### config.mk
export PLATFORM = sky130hd
export DESIGN_NAME = multicycle_ctrl
export DESIGN_NICKNAME = d
export VERILOG_FILES = /design/src/rtl/ctrl_pkg.sv /design/src/rtl/ctrl_wait_cnt.sv /design/src/rtl/multicycle_ctrl.sv
export SDC_FILE = /design/constraint.sdc
export NUM_CORES = 1
export LEC_CHECK = 0
export ABC_AREA = 1
export BUFFER_PORTS_ARGS = -buffer_cell sky130_fd_sc_hd__buf_2
export CAP_MARGIN = 25
export CORE_MARGIN = 8
export CORE_UTILIZATION = 43
export DETAILED_ROUTE_END_ITERATION = 10
export PLACE_DENSITY = 0.89
export SYNTH_ARGS = -nofsm -noshare
export SYNTH_HDL_FRONTEND = slang
export SYNTH_HIERARCHICAL = 1
export SYNTH_SLANG_ARGS = --single-unit
### constraint.sdc
create_clock -name clk -period 1.46 [get_ports clk]
set_input_delay 0.146 -clock clk [delete_from_list [all_inputs] [get_ports clk]]
set_output_delay 0.146 -clock clk [all_outputs]
set_load 0.03 [all_outputs]
### src/rtl/ctrl_pkg.sv
// Shared definitions for the multi-cycle controller: opcodes, ALU ops,
// state encodings and datapath select encodings.
package ctrl_pkg;

  localparam logic [3:0] OP_ADDI = 4'h6;
  localparam logic [3:0] OP_LW   = 4'h7;
  localparam logic [3:0] OP_SW   = 4'h8;
  localparam logic [3:0] OP_BEQ  = 4'h9;
  localparam logic [3:0] OP_JMP  = 4'hA;

  // ALU operation select, also used by the ALU itself
  localparam logic [3:0] ALU_ADD = 4'h0;
  localparam logic [3:0] ALU_SUB = 4'h1;
  localparam logic [3:0] ALU_SLL = 4'h2;
  localparam logic [3:0] ALU_AND = 4'h3;
  localparam logic [3:0] ALU_OR  = 4'h4;
  localparam logic [3:0] ALU_XOR = 4'h5;

  typedef enum logic [3:0] {
    S_FETCH    = 4'd0,
    S_DECODE   = 4'd1,
    S_EXEC_R   = 4'd2,
    S_EXEC_I   = 4'd3,
    S_MEM_ADDR = 4'd4,
    S_MEM_RD   = 4'd5,
    S_MEM_WR   = 4'd6,
    S_WB_R     = 4'd7,
    S_WB_MEM   = 4'd8,
    S_BRANCH   = 4'd9,
    S_JUMP     = 4'd10,
    S_HALT     = 4'd11
  } state_t;

  localparam logic [1:0] PC_ALU    = 2'b00;
  localparam logic [1:0] PC_ALUOUT = 2'b01;
  localparam logic [1:0] PC_JUMP   = 2'b10;

  localparam logic [1:0] SRCB_REG  = 2'b00;
  localparam logic [1:0] SRCB_ONE  = 2'b01;
  localparam logic [1:0] SRCB_IMM  = 2'b10;
  localparam logic [1:0] SRCB_BOFF = 2'b11;

  // R-type opcodes double as their ALU operation
  function automatic logic is_rtype(input logic [3:0] op);
    return op <= ALU_XOR;
  endfunction

endpackage

### src/rtl/ctrl_wait_cnt.sv
// Memory wait counter: counts stalled cycles while a memory access is
// pending and pulses overflow when the wait limit is reached.
module ctrl_wait_cnt #(
  parameter logic [3:0] WAIT_MAX = 4'd15
) (
  input  logic clk,
  input  logic reset,
  input  logic active,
  input  logic ready,
  output logic overflow
);

  logic [3:0] cnt_reg;

  // Completion in the overflow cycle wins, so ready suppresses the pulse
  assign overflow = active && !ready && (cnt_reg == WAIT_MAX);

  always_ff @(posedge clk) begin
    if (reset || !active || ready || overflow) begin
      cnt_reg <= '0;
    end else begin
      cnt_reg <= cnt_reg + 4'd1;
    end
  end

endmodule

### src/rtl/multicycle_ctrl.sv
// Multi-cycle control FSM for the 16-bit datapath (Moore outputs with
// MemReady/Zero gating). Define ILLEGAL_TRAP_EN to halt on illegal opcodes.
module multicycle_ctrl
  import ctrl_pkg::*;
#(
  parameter logic [1:0] RESET_PC_SEL = 2'b00,
  parameter logic [3:0] MEM_WAIT_MAX = 4'd15
) (
  input  logic        clk,
  input  logic        reset,
  input  logic [15:0] Instr,
  input  logic        Zero,
  input  logic        MemReady,
  output logic        MemRead,
  output logic        MemWrite,
  output logic        IorD,
  output logic        IRWrite,
  output logic        PCWrite,
  output logic [1:0]  PCSrc,
  output logic        ALUSrcA,
  output logic [1:0]  ALUSrcB,
  output logic [3:0]  ALUControl,
  output logic        RegWrite,
  output logic        RegDst,
  output logic        MemtoReg,
  output logic        MemTimeout,
  output logic [3:0]  State
);

  state_t     state_reg;
  state_t     state_next;
  logic [3:0] opcode;
  logic       mem_active;
  logic       wait_overflow;
  logic       unused_instr;

  assign opcode       = Instr[15:12];
  assign unused_instr = ^Instr[11:0];
  assign State        = state_reg;
  assign mem_active   = (state_reg == S_FETCH) || (state_reg == S_MEM_RD) ||
                        (state_reg == S_MEM_WR);

  ctrl_wait_cnt #(
    .WAIT_MAX (MEM_WAIT_MAX)
  ) u_wait_cnt (
    .clk      (clk),
    .reset    (reset),
    .active   (mem_active),
    .ready    (MemReady),
    .overflow (wait_overflow)
  );

  always_ff @(posedge clk) begin
    if (reset) begin
      state_reg <= S_FETCH;
    end else begin
      state_reg <= state_next;
    end
  end

  always_comb begin
    state_next = state_reg;
    MemRead    = 1'b0;
    MemWrite   = 1'b0;
    IorD       = 1'b0;
    IRWrite    = 1'b0;
    PCWrite    = 1'b0;
    PCSrc      = PC_ALU;
    ALUSrcA    = 1'b0;
    ALUSrcB    = SRCB_REG;
    ALUControl = ALU_ADD;
    RegWrite   = 1'b0;
    RegDst     = 1'b0;
    MemtoReg   = 1'b0;
    MemTimeout = wait_overflow;

    case (state_reg)
      S_FETCH: begin
        MemRead = 1'b1;
        ALUSrcB = SRCB_ONE;
        IRWrite = MemReady;
        PCWrite = MemReady;
        if (MemReady) state_next = S_DECODE;
      end
      S_DECODE: begin
        ALUSrcB = SRCB_BOFF;
        if (is_rtype(opcode)) begin
          state_next = S_EXEC_R;
        end else begin
          case (opcode)
            OP_ADDI:      state_next = S_EXEC_I;
            OP_LW, OP_SW: state_next = S_MEM_ADDR;
            OP_BEQ:       state_next = S_BRANCH;
            OP_JMP:       state_next = S_JUMP;
`ifdef ILLEGAL_TRAP_EN
            default:      state_next = S_HALT;
`else
            default:      state_next = S_FETCH;
`endif
          endcase
        end
      end
      S_EXEC_R: begin
        ALUSrcA    = 1'b1;
        ALUControl = opcode;
        state_next = S_WB_R;
      end
      S_EXEC_I: begin
        ALUSrcA    = 1'b1;
        ALUSrcB    = SRCB_IMM;
        state_next = S_WB_R;
      end
      S_MEM_ADDR: begin
        ALUSrcA    = 1'b1;
        ALUSrcB    = SRCB_IMM;
        state_next = (opcode == OP_LW) ? S_MEM_RD : S_MEM_WR;
      end
      S_MEM_RD: begin
        MemRead = 1'b1;
        IorD    = 1'b1;
        if (MemReady) state_next = S_WB_MEM;
      end
      S_MEM_WR: begin
        MemWrite = 1'b1;
        IorD     = 1'b1;
        if (MemReady) state_next = S_FETCH;
      end
      S_WB_R: begin
        RegWrite   = 1'b1;
        RegDst     = is_rtype(opcode);
        state_next = S_FETCH;
      end
      S_WB_MEM: begin
        RegWrite   = 1'b1;
        MemtoReg   = 1'b1;
        state_next = S_FETCH;
      end
      S_BRANCH: begin
        ALUSrcA    = 1'b1;
        ALUControl = ALU_SUB;
        PCSrc      = PC_ALUOUT;
        PCWrite    = Zero;
        state_next = S_FETCH;
      end
      S_JUMP: begin
        PCSrc      = PC_JUMP;
        PCWrite    = 1'b1;
        state_next = S_FETCH;
      end
      S_HALT: begin
        state_next = S_HALT;
      end
      default: begin
        state_next = S_FETCH;
      end
    endcase

    // Reset abandons any access: all strobes and selects forced idle
    if (reset) begin
      MemRead    = 1'b0;
      MemWrite   = 1'b0;
      IorD       = 1'b0;
      IRWrite    = 1'b0;
      PCWrite    = 1'b0;
      PCSrc      = RESET_PC_SEL;
      ALUSrcA    = 1'b0;
      ALUSrcB    = SRCB_REG;
      ALUControl = ALU_ADD;
      RegWrite   = 1'b0;
      RegDst     = 1'b0;
      MemtoReg   = 1'b0;
      MemTimeout = 1'b0;
    end
  end

endmodule
==> flow_metrics.py, run 1 <==
metrics = {
    "global_routing": {
        "grt_pass1_wl_mm": 3.94,
        "grt_max_degree": 17,
        "antenna_found_initial": 0,
        "grt_pass1_vias": 962,
        "grtUsageTotal_pct": 14.5,
        "grt_overflow": 0,
    },
    "synth": {
        "syn_inst": 125,
        "synth_area_sq_um": 733,
        "ys_seq_area_share_pct": 21.8,
        "yosysUniqueCellTypes": 25,
        "avgSynthCellArea_sq_um": 5.87,
        "syn-num-nets": 146,
        "synth.ff_latch_count": 8,
        "synth-warning-count": 6,
    },
    "critical_path": {
        "cp-end-kind": "output port",
        "rrSetupSlack_ps": 110,
        "max_stage_delay_ps": 360,
        "cp.required_ps": 1310,
        "cp.buffers_inverters": 5,
        "r2r-end": "State[0]",
        "crit_chain": "inv_2 > nand2_2 > inv_2 > nand2_2 > buf_4 > buf_6 > a21oi_2 > buf_6",
        "r2r_start": "State[2]",
        "critPathTopFamily": "buffers and inverters",
        "crit_arrival_ps": 1450,
        "crit_fanout": 5,
        "crit_end": "IorD",
        "startpoint": "State[0]",
        "reg2reg_depth": 10,
        "cpMaxStageDelayCell": "dfxtp_4",
        "crit_type": "register to output port",
        "worstSetupStartpointType": "register",
        "cp.depth": 8,
    },
    "drt": {
        "maxUsedRoutingLayer": "met4",
        "num_vias": 968,
        "met2_length_mm": 1.37,
        "drt_pass1_iterations": 4,
        "dr_wl_met3_microns": 158,
        "drt_iter0_drc": 53,
        "drc": 0,
        "avgRoutedWirePerCell_microns": 14.0,
        "drt_wl_total_mm": 2.56,
        "postRouteAntennaNets": 0,
        "wl_met1_microns": 927,
        "via_per_inst": 5.29,
    },
    "sta": {
        "grt_setup_unrepaired": "true",
        "hold_viol": 0,
        "worstMarginPinSlew_ps": 262,
        "layout_min_cycle_time_ps": 1590,
        "drv_slew": 0,
        "min_period_over_period_pct": 109,
        "setup_viol": 10,
        "fin_ws_ps": -132,
        "clock_skew_ps": 0.960,
        "fin_hold_ws_ps": 220,
        "max_clock_freq_mhz": 628,
        "slew_headroom_pct": 82.4,
    },
    "power": {
        "power_density_nw_per_um2": 1750,
        "p_leak_nw": 0.653,
        "peakVddDrop_v": 0.000923,
    },
    "run_status": {
        "status": "complete, but fails checks",
        "failed_checks": "setup timing",
    },
    "die": {
        "die_w_microns": 57.3,
        "boundaryPins": 42,
        "floorplan.initialDensity_pct": 43.9,
        "rows": 15,
        "die_y_microns": 57.3,
        "core_sq_um": 1670,
        "die_area_sq_um": 3280,
    },
    "placement": {
        "gp_congestion": 0.886,
        "place.port_buffers": 29,
        "hpwl_mm": 1.81,
        "placed_area_sq_um": 983,
        "dp_cells": 173,
    },
    "layout": {
        "drive_above_1_share_pct": 52.4,
        "stdcell_count": 183,
        "area_growth_pct": 63.7,
        "nNetsFinal": 189,
        "diodes": 0,
        "finalInstanceArea_sq_um": 1200,
    },
    "clocking": {
        "numCtsBuffers": 3,
        "clkTransAtPathRegs_ps": 50,
        "cts_sinks": 8,
        "htree_levels": 1,
        "cts_hold_buf": 0,
        "clk_path_buf_depth": 2,
        "clock_latency_ps": 240,
        "cts_tree": "done",
        "clock-root-buffer": "clkbuf_4",
    },
    "min_path": {
        "hold_path_class": "input port to register",
        "min_path_cells": 4,
    },
    "flow_run": {
        "maxCapViolCount": 0,
    },
}
-- power by group --
| group | internal (W) | switching [W] |
|---|---|---|
| Sequential | 0.000296 | 0.0000875 |
| Clock | 0.0000935 | 0.0000672 |
| Combinational | 0.000617 | 0.000944 |
| Total | 0.00101 | 0.00110 |
-- per-stage QoR --
step / total power, W / setup WS, ps / util, % / TNS (ps)
after floorplan: 0.00123 / -136 / - / -136
after global placement: 0.00154 / 89.5 / 58.9 / 0
after detailed placement: 0.00157 / 44.9 / 58.9 / 0
after CTS: 0.00194 / -126 / 66.4 / -526
after global routing: 0.00223 / -210 / 71.8 / -1550
final: 0.00211 / -132 / 71.8 / -691
-- layout make-up --
| class | count | area, sq um |
|---|---|---|
| well taps | 17 | 21.3 |
| flip-flops and latches | 8 | 176 |
| multi-input cells | 90 | 584 |
| clock buffers | 3 | 22.5 |
| fillers | 120 | 470 |
| inverters | 25 | 96.3 |
| repair buffers | 40 | 299 |
-- cell families (layout without fill, tap and decap cells) --
group                      Yosys count  in the layout  synth area share (%)
and+or+nand+nor                     77             77                  52.4
buffers and inverters               27             68                  14.0
AOI/OAI and AO/OA                   12             12                  10.1
DFF                                  8              8                  21.8
adders and majority gates            1              1                  1.71
-- worst min path at each step --
stage / from / end
finish: reset / State[1]
global route: MemReady / u_wait_cnt/cnt_reg[2]
CTS: reset / State[1]
detailed placement: reset / State[1]
global placement: reset / State[1]
floorplan: reset / u_wait_cnt/cnt_reg[2]
-- worst reg2reg max path: stages, from the launching register on --
cell and delay, ps:
dfxtp_4 380, inv_4 40, nor2_4 150, buf_4 150, nand2_2 70, buf_4 140
nor2_1 90, nor2_1 50, nand2_1 60, nand2_1 60, a21oi_2 100
-- routing by layer --
layer / vias to the layer above / track usage (%)
li1: 472 / -
met1: 434 / 14.3
met2: 52 / 26.9
met3: 10 / 3.59
met4: 0 / 7.86
met5: - / 0
-- repair_timing --
item | in CTS | in global routing
buffers inserted | 3 | 4
endpoints found under the hold margin | 0 | 0
pin swaps | 5 | 4
gates resized for setup | 30 | 25
endpoints found under the setup margin | 14 | 18
-- cell usage in the layout, fill, tap and decap left out, types with 5 or more instances in the layout --
cell | synthesis | routed
nand3_1 | 11 | 11
nor2_1 | 17 | 12
buf_6 | 0 | 7
buf_4 | 0 | 22
buf_2 | 0 | 11
nor2_2 | 3 | 5
nand2_2 | 3 | 7
inv_1 | 22 | 20
nand2_1 | 29 | 23
nor2_4 | 3 | 6
-- cell usage after synthesis (all sizes together) --
library cell / instances / area (sq um)
and2: 1 / 6.26
a21oi: 6 / 33.8
a211o: 1 / 8.76
o22ai: 1 / 6.26
nand3: 12 / 65.1
nand2: 32 / 128
nor3b: 1 / 12.5
a31oi: 1 / 6.26
nor2: 23 / 116
ha: 1 / 12.5
buf: 1 / 3.75
inv: 25 / 93.8
nand4: 1 / 6.26
dfxtp: 8 / 160
o21ai: 2 / 10.0
nor3: 6 / 30.0
o32ai: 1 / 8.76
nand3b: 1 / 20.0
clkbuf: 1 / 5.00
Note: power is estimated with default switching activity, not from simulation.
==> inputs of run 2 (changes only) <==
--- a/config.mk
+++ b/config.mk
@@ -13,4 +13,5 @@
 export DETAILED_ROUTE_END_ITERATION = 10
 export PLACE_DENSITY = 0.89
+export SKIP_CTS_REPAIR_TIMING = 1
 export SYNTH_ARGS = -nofsm -noshare
 export SYNTH_HDL_FRONTEND = slang
==> constraint.sdc (replaced) <==
create_clock -name clk -period 1.46 [get_ports clk]
set_input_delay 0.073 -clock clk [delete_from_list [all_inputs] [get_ports clk]]
set_output_delay 0.073 -clock clk [all_outputs]
set_load 0.03 [all_outputs]
==> flow_metrics.py, run 2 (synthesis gave the netlist of run 1 again) <==
metrics = {
    "clocking": {
        "cts_tree": "done",
        "clk_path_buf_depth": 2,
        "cts_sinks": 8,
        "clkTransAtPathRegs_ps": 50,
        "htree_levels": 1,
        "clock_latency_ps": 260,
        "numCtsBuffers": 3,
        "clock-root-buffer": "clkbuf_4",
    },
    "die": {
        "die_y_microns": 57.3,
        "die_area_sq_um": 3280,
        "boundaryPins": 42,
        "core_sq_um": 1670,
        "floorplan.initialDensity_pct": 43.9,
        "die_w_microns": 57.3,
        "rows": 15,
    },
    "critical_path": {
        "rrSetupSlack_ps": 110,
        "worstSetupStartpointType": "register",
        "crit_fanout": 4,
        "cp.required_ps": 1390,
        "crit_type": "register to output port",
        "cp-end-kind": "output port",
        "crit_arrival_ps": 1470,
    },
    "run_status": {
        "status": "complete, but fails checks",
        "failed_checks": "setup timing",
    },
    "power": {
        "peakVddDrop_v": 0.00134,
        "power_density_nw_per_um2": 1820,
        "p_leak_nw": 0.666,
    },
    "layout": {
        "final_common_cell": "nand2_1",
        "area_growth_pct": 63.0,
        "final.fill_count": 121,
        "diodes": 0,
        "drive_above_1_share_pct": 52.7,
        "nNetsFinal": 190,
        "layout_common_cells": "nand2_1, inv_1, buf_2, buf_4, nor2_1",
        "fin_util_pct": 71.5,
    },
    "global_routing": {
        "grt_pass1_wl_mm": 3.51,
        "grt_overflow": 0,
        "antenna_found_initial": 0,
        "grt_pass1_vias": 864,
        "grtUsageTotal_pct": 13.1,
        "grt_max_degree": 13,
    },
    "drt": {
        "postRouteAntennaNets": 0,
        "via_per_inst": 5.55,
        "drt_wl_total_mm": 2.75,
        "drt_iter0_drc": 18,
        "avgRoutedWirePerCell_microns": 15.0,
        "drt_pass1_iterations": 5,
        "drc": 0,
        "num_vias": 1021,
    },
    "flow_run": {
        "maxCapViolCount": 0,
    },
    "min_path": {
        "hold_path_class": "input port to register",
    },
    "sta": {
        "fin_hold_ws_ps": 146,
        "hold_viol": 0,
        "drv_slew": 0,
        "min_period_over_period_pct": 106,
        "slew_headroom_pct": 77.4,
        "fin_ws_ps": -82.0,
        "max_clock_freq_mhz": 649,
        "clock_skew_ps": 4.06,
        "layout_min_cycle_time_ps": 1540,
        "grt_setup_unrepaired": "true",
        "worstMarginPinSlew_ps": 336,
        "setup_viol": 5,
    },
    "placement": {
        "place_ws_ps": 75.0,
        "gp_congestion": 0.920,
        "place.port_buffers": 29,
        "hpwl_mm": 1.71,
    },
}
[run 2: cell types whose count changed in the layout (fill, tap and decap cells not counted), sizes merged]
| cell | delta |
|---|---|
| buf | +1 |
[run 2: final timing paths]
kind | start | end | cells after the start
worst max-delay path | State[2] | ALUSrcA | 7
worst min-delay path | MemReady | u_wait_cnt/cnt_reg[2] | 4
worst max register to register | State[2] | State[2] | 7
worst min register to register | u_wait_cnt/cnt_reg[0] | u_wait_cnt/cnt_reg[0] | 1
[run 2: final cells by class]
class,count,area [sq um],area share (%)
Inverter,25,109,9.11
Clock buffer,3,22.5,1.88
Tap cell,17,21.3,1.78
Timing Repair Buffer,41,285,23.9
Multi-Input combinational cell,90,581,48.6
Sequential cell,8,176,14.8
[run 2: metrics by stage]
| step | power, W | area [sq um] | TNS (ps) | instances |
|---|---|---|---|---|
| after CTS | 0.00169 | 980 | -609 | 175 |
| after detailed placement | 0.00151 | 957 | 0 | 172 |
| after global placement | 0.00150 | 957 | 0 | 172 |
| after floorplan | 0.00120 | 777 | -270 | 125 |
| final | 0.00217 | 1190 | -222 | 184 |
| after global routing | 0.00230 | 1190 | -706 | 184 |
[run 2: critical path, cell delays in order, from the launching register on]
cell	delay, ps
dfxtp_4	380
inv_4	40
nor2_4	170
buf_6	130
nand2_2	80
and2_4	160
o22ai_2	100
buf_6	150
[run 2: report_power, final]
| group | switching (W) | internal [W] |
|---|---|---|
| sequential | 0.000112 | 0.000297 |
| clock | 0.0000774 | 0.0000942 |
| combinational | 0.000959 | 0.000630 |
| total | 0.00115 | 0.00102 |
[run 2: routing by layer]
metal | vias to the layer above | GRT usage, % | share of wire (%)
met5 | - | 0 | 0
met4 | 0 | 7.50 | 4.1
met3 | 11 | 3.36 | 7.3
met2 | 56 | 20.6 | 50
met1 | 477 | 15.7 | 39
li1 | 477 | - | -
==> inputs of run 3 (changes only) <==
--- a/config.mk
+++ b/config.mk
@@ -9,5 +9,5 @@
 export BUFFER_PORTS_ARGS = -buffer_cell sky130_fd_sc_hd__buf_2
 export CAP_MARGIN = 25
-export CORE_MARGIN = 8
+export CORE_MARGIN = 2
 export CORE_UTILIZATION = 43
 export DETAILED_ROUTE_END_ITERATION = 10
==> constraint.sdc (replaced) <==
create_clock -name clk -period 1.46 [get_ports clk]
set_input_delay 0.073 -clock clk [delete_from_list [all_inputs] [get_ports clk]]
set_output_delay 0.073 -clock clk [all_outputs]
set_load 0.05 [all_outputs]
==> flow_metrics.py, run 3 (synthesis gave the netlist of run 1 again) <==
metrics = {
    "run_status": {
        "status": "complete, but fails checks",
        "failed_checks": "setup timing",
    },
    "sta": {
        "fin_hold_ws_ps": 150,
        "clock_skew_ps": 22.1,
        "drv_slew": 0,
        "worstMarginPinSlew_ps": 337,
        "grt_setup_unrepaired": "true",
        "fin_ws_ps": -157,
        "setup_viol": 12,
        "hold_viol": 0,
        "slew_headroom_pct": 77.3,
        "max_clock_freq_mhz": 618,
        "layout_min_cycle_time_ps": 1620,
        "min_period_over_period_pct": 111,
    },
    "clocking": {
        "clkTransAtPathRegs_ps": 70,
        "cts_sinks": 8,
        "cts_tree": "done",
        "clock-root-buffer": "clkbuf_4",
        "numCtsBuffers": 3,
        "htree_levels": 1,
        "clock_latency_ps": 270,
        "clk_path_buf_depth": 2,
    },
    "critical_path": {
        "r2r-end": "u_wait_cnt/cnt_reg[1]",
        "rrSetupSlack_ps": 110,
        "startpoint": "State[1]",
        "cp.required_ps": 1390,
        "crit_end": "PCWrite",
        "cp-end-kind": "output port",
        "worstSetupStartpointType": "register",
        "crit_arrival_ps": 1540,
        "crit_fanout": 7,
        "r2r_start": "State[1]",
        "crit_type": "register to output port",
        "reg2reg_depth": 9,
    },
    "flow_run": {
        "maxCapViolCount": 0,
    },
    "global_routing": {
        "grt_pass1_wl_mm": 3.39,
        "grt_overflow": 0,
        "antenna_found_initial": 0,
        "grt_max_degree": 17,
        "grt_pass1_vias": 871,
        "grtUsageTotal_pct": 22.5,
    },
    "placement": {
        "gp_congestion": 0.961,
        "dp_cells": 179,
        "placed_area_sq_um": 1110,
        "place.port_buffers": 29,
        "hpwl_mm": 1.76,
    },
    "layout": {
        "finalInstanceArea_sq_um": 1270,
        "fin_util_pct": 81.8,
        "diodes": 0,
        "area_growth_pct": 73.9,
        "final_common_cell": "nand2_1",
        "layout_common_cells": "nand2_1, inv_1, buf_4, nor2_1, buf_2",
        "nNetsFinal": 190,
        "drive_above_1_share_pct": 55.4,
        "stdcell_count": 184,
    },
    "drt": {
        "drt_pass1_iterations": 4,
        "via_per_inst": 5.48,
        "avgRoutedWirePerCell_microns": 15.6,
        "postRouteAntennaNets": 0,
        "drt_iter0_drc": 42,
        "drt_wl_total_mm": 2.87,
        "drc": 0,
        "num_vias": 1008,
    },
    "power": {
        "peakVddDrop_v": 0.00144,
        "totalPowerFinal_w": 0.00245,
        "power_density_nw_per_um2": 1920,
        "p_leak_nw": 0.653,
    },
    "die": {
        "die_area_sq_um": 2050,
        "die_y_microns": 45.3,
        "floorplan.initialDensity_pct": 47.0,
        "boundaryPins": 42,
        "rows": 14,
        "core_sq_um": 1560,
        "die_w_microns": 45.3,
    },
    "min_path": {
        "hold_path_class": "input port to register",
    },
}
## run 3: area by class of cell
cell class,count,area (sq um)
inverters,25,98.8
well taps,16,20.0
fillers,89,284
multi-input cells,90,622
repair buffers,41,333
clock buffers,4,26.3
flip-flops and latches,8,175
## run 3: routing by layer
layer,global-route usage [%],up-vias,routed length [microns]
met2,42.6,60,1530
met3,6.40,2,201
li1,-,477,-
met5,0,-,0
met1,25.5,469,1120
met4,1.76,0,19
## run 3: worst min path at each step
stage / start / endpoint / depth (start not counted)
2_1_floorplan: reset / u_wait_cnt/cnt_reg[2] / 2
3_3_place_gp: reset / State[1] / 4
3_5_place_dp: reset / State[1] / 4
4_1_cts: reset / State[1] / 4
5_1_grt: reset / State[1] / 4
6_report: reset / State[1] / 4
## run 3: through the flow
| step | worst slack, ps | TNS [ps] |
|---|---|---|
| 2_1_floorplan | -212 | -599 |
| 3_3_place_gp | 53.7 | 0 |
| 3_5_place_dp | 63.0 | 0 |
| 4_1_cts | -239 | -1850 |
| 5_1_grt | -223 | -2110 |
| 6_report | -157 | -1130 |
## run 3: where the power goes
group / switching [W] / internal (W) / total, W / leakage (nW)
Combinational: 0.00119 / 0.000656 / 0.00185 / 0.569
Clock: 0.0000918 / 0.000105 / 0.000197 / 0.0150
Sequential: 0.000109 / 0.000297 / 0.000407 / 0.0686
Total: 0.00139 / 0.00106 / 0.00245 / 0.653
## run 3: worst max-delay path, stage by stage, from the launching register on
cell and delay [ps]:
dfxtp_4 400, nor2_4 110, nand2_1 110, buf_4 180
nor3_4 200, a211o_4 140, buf_8 140
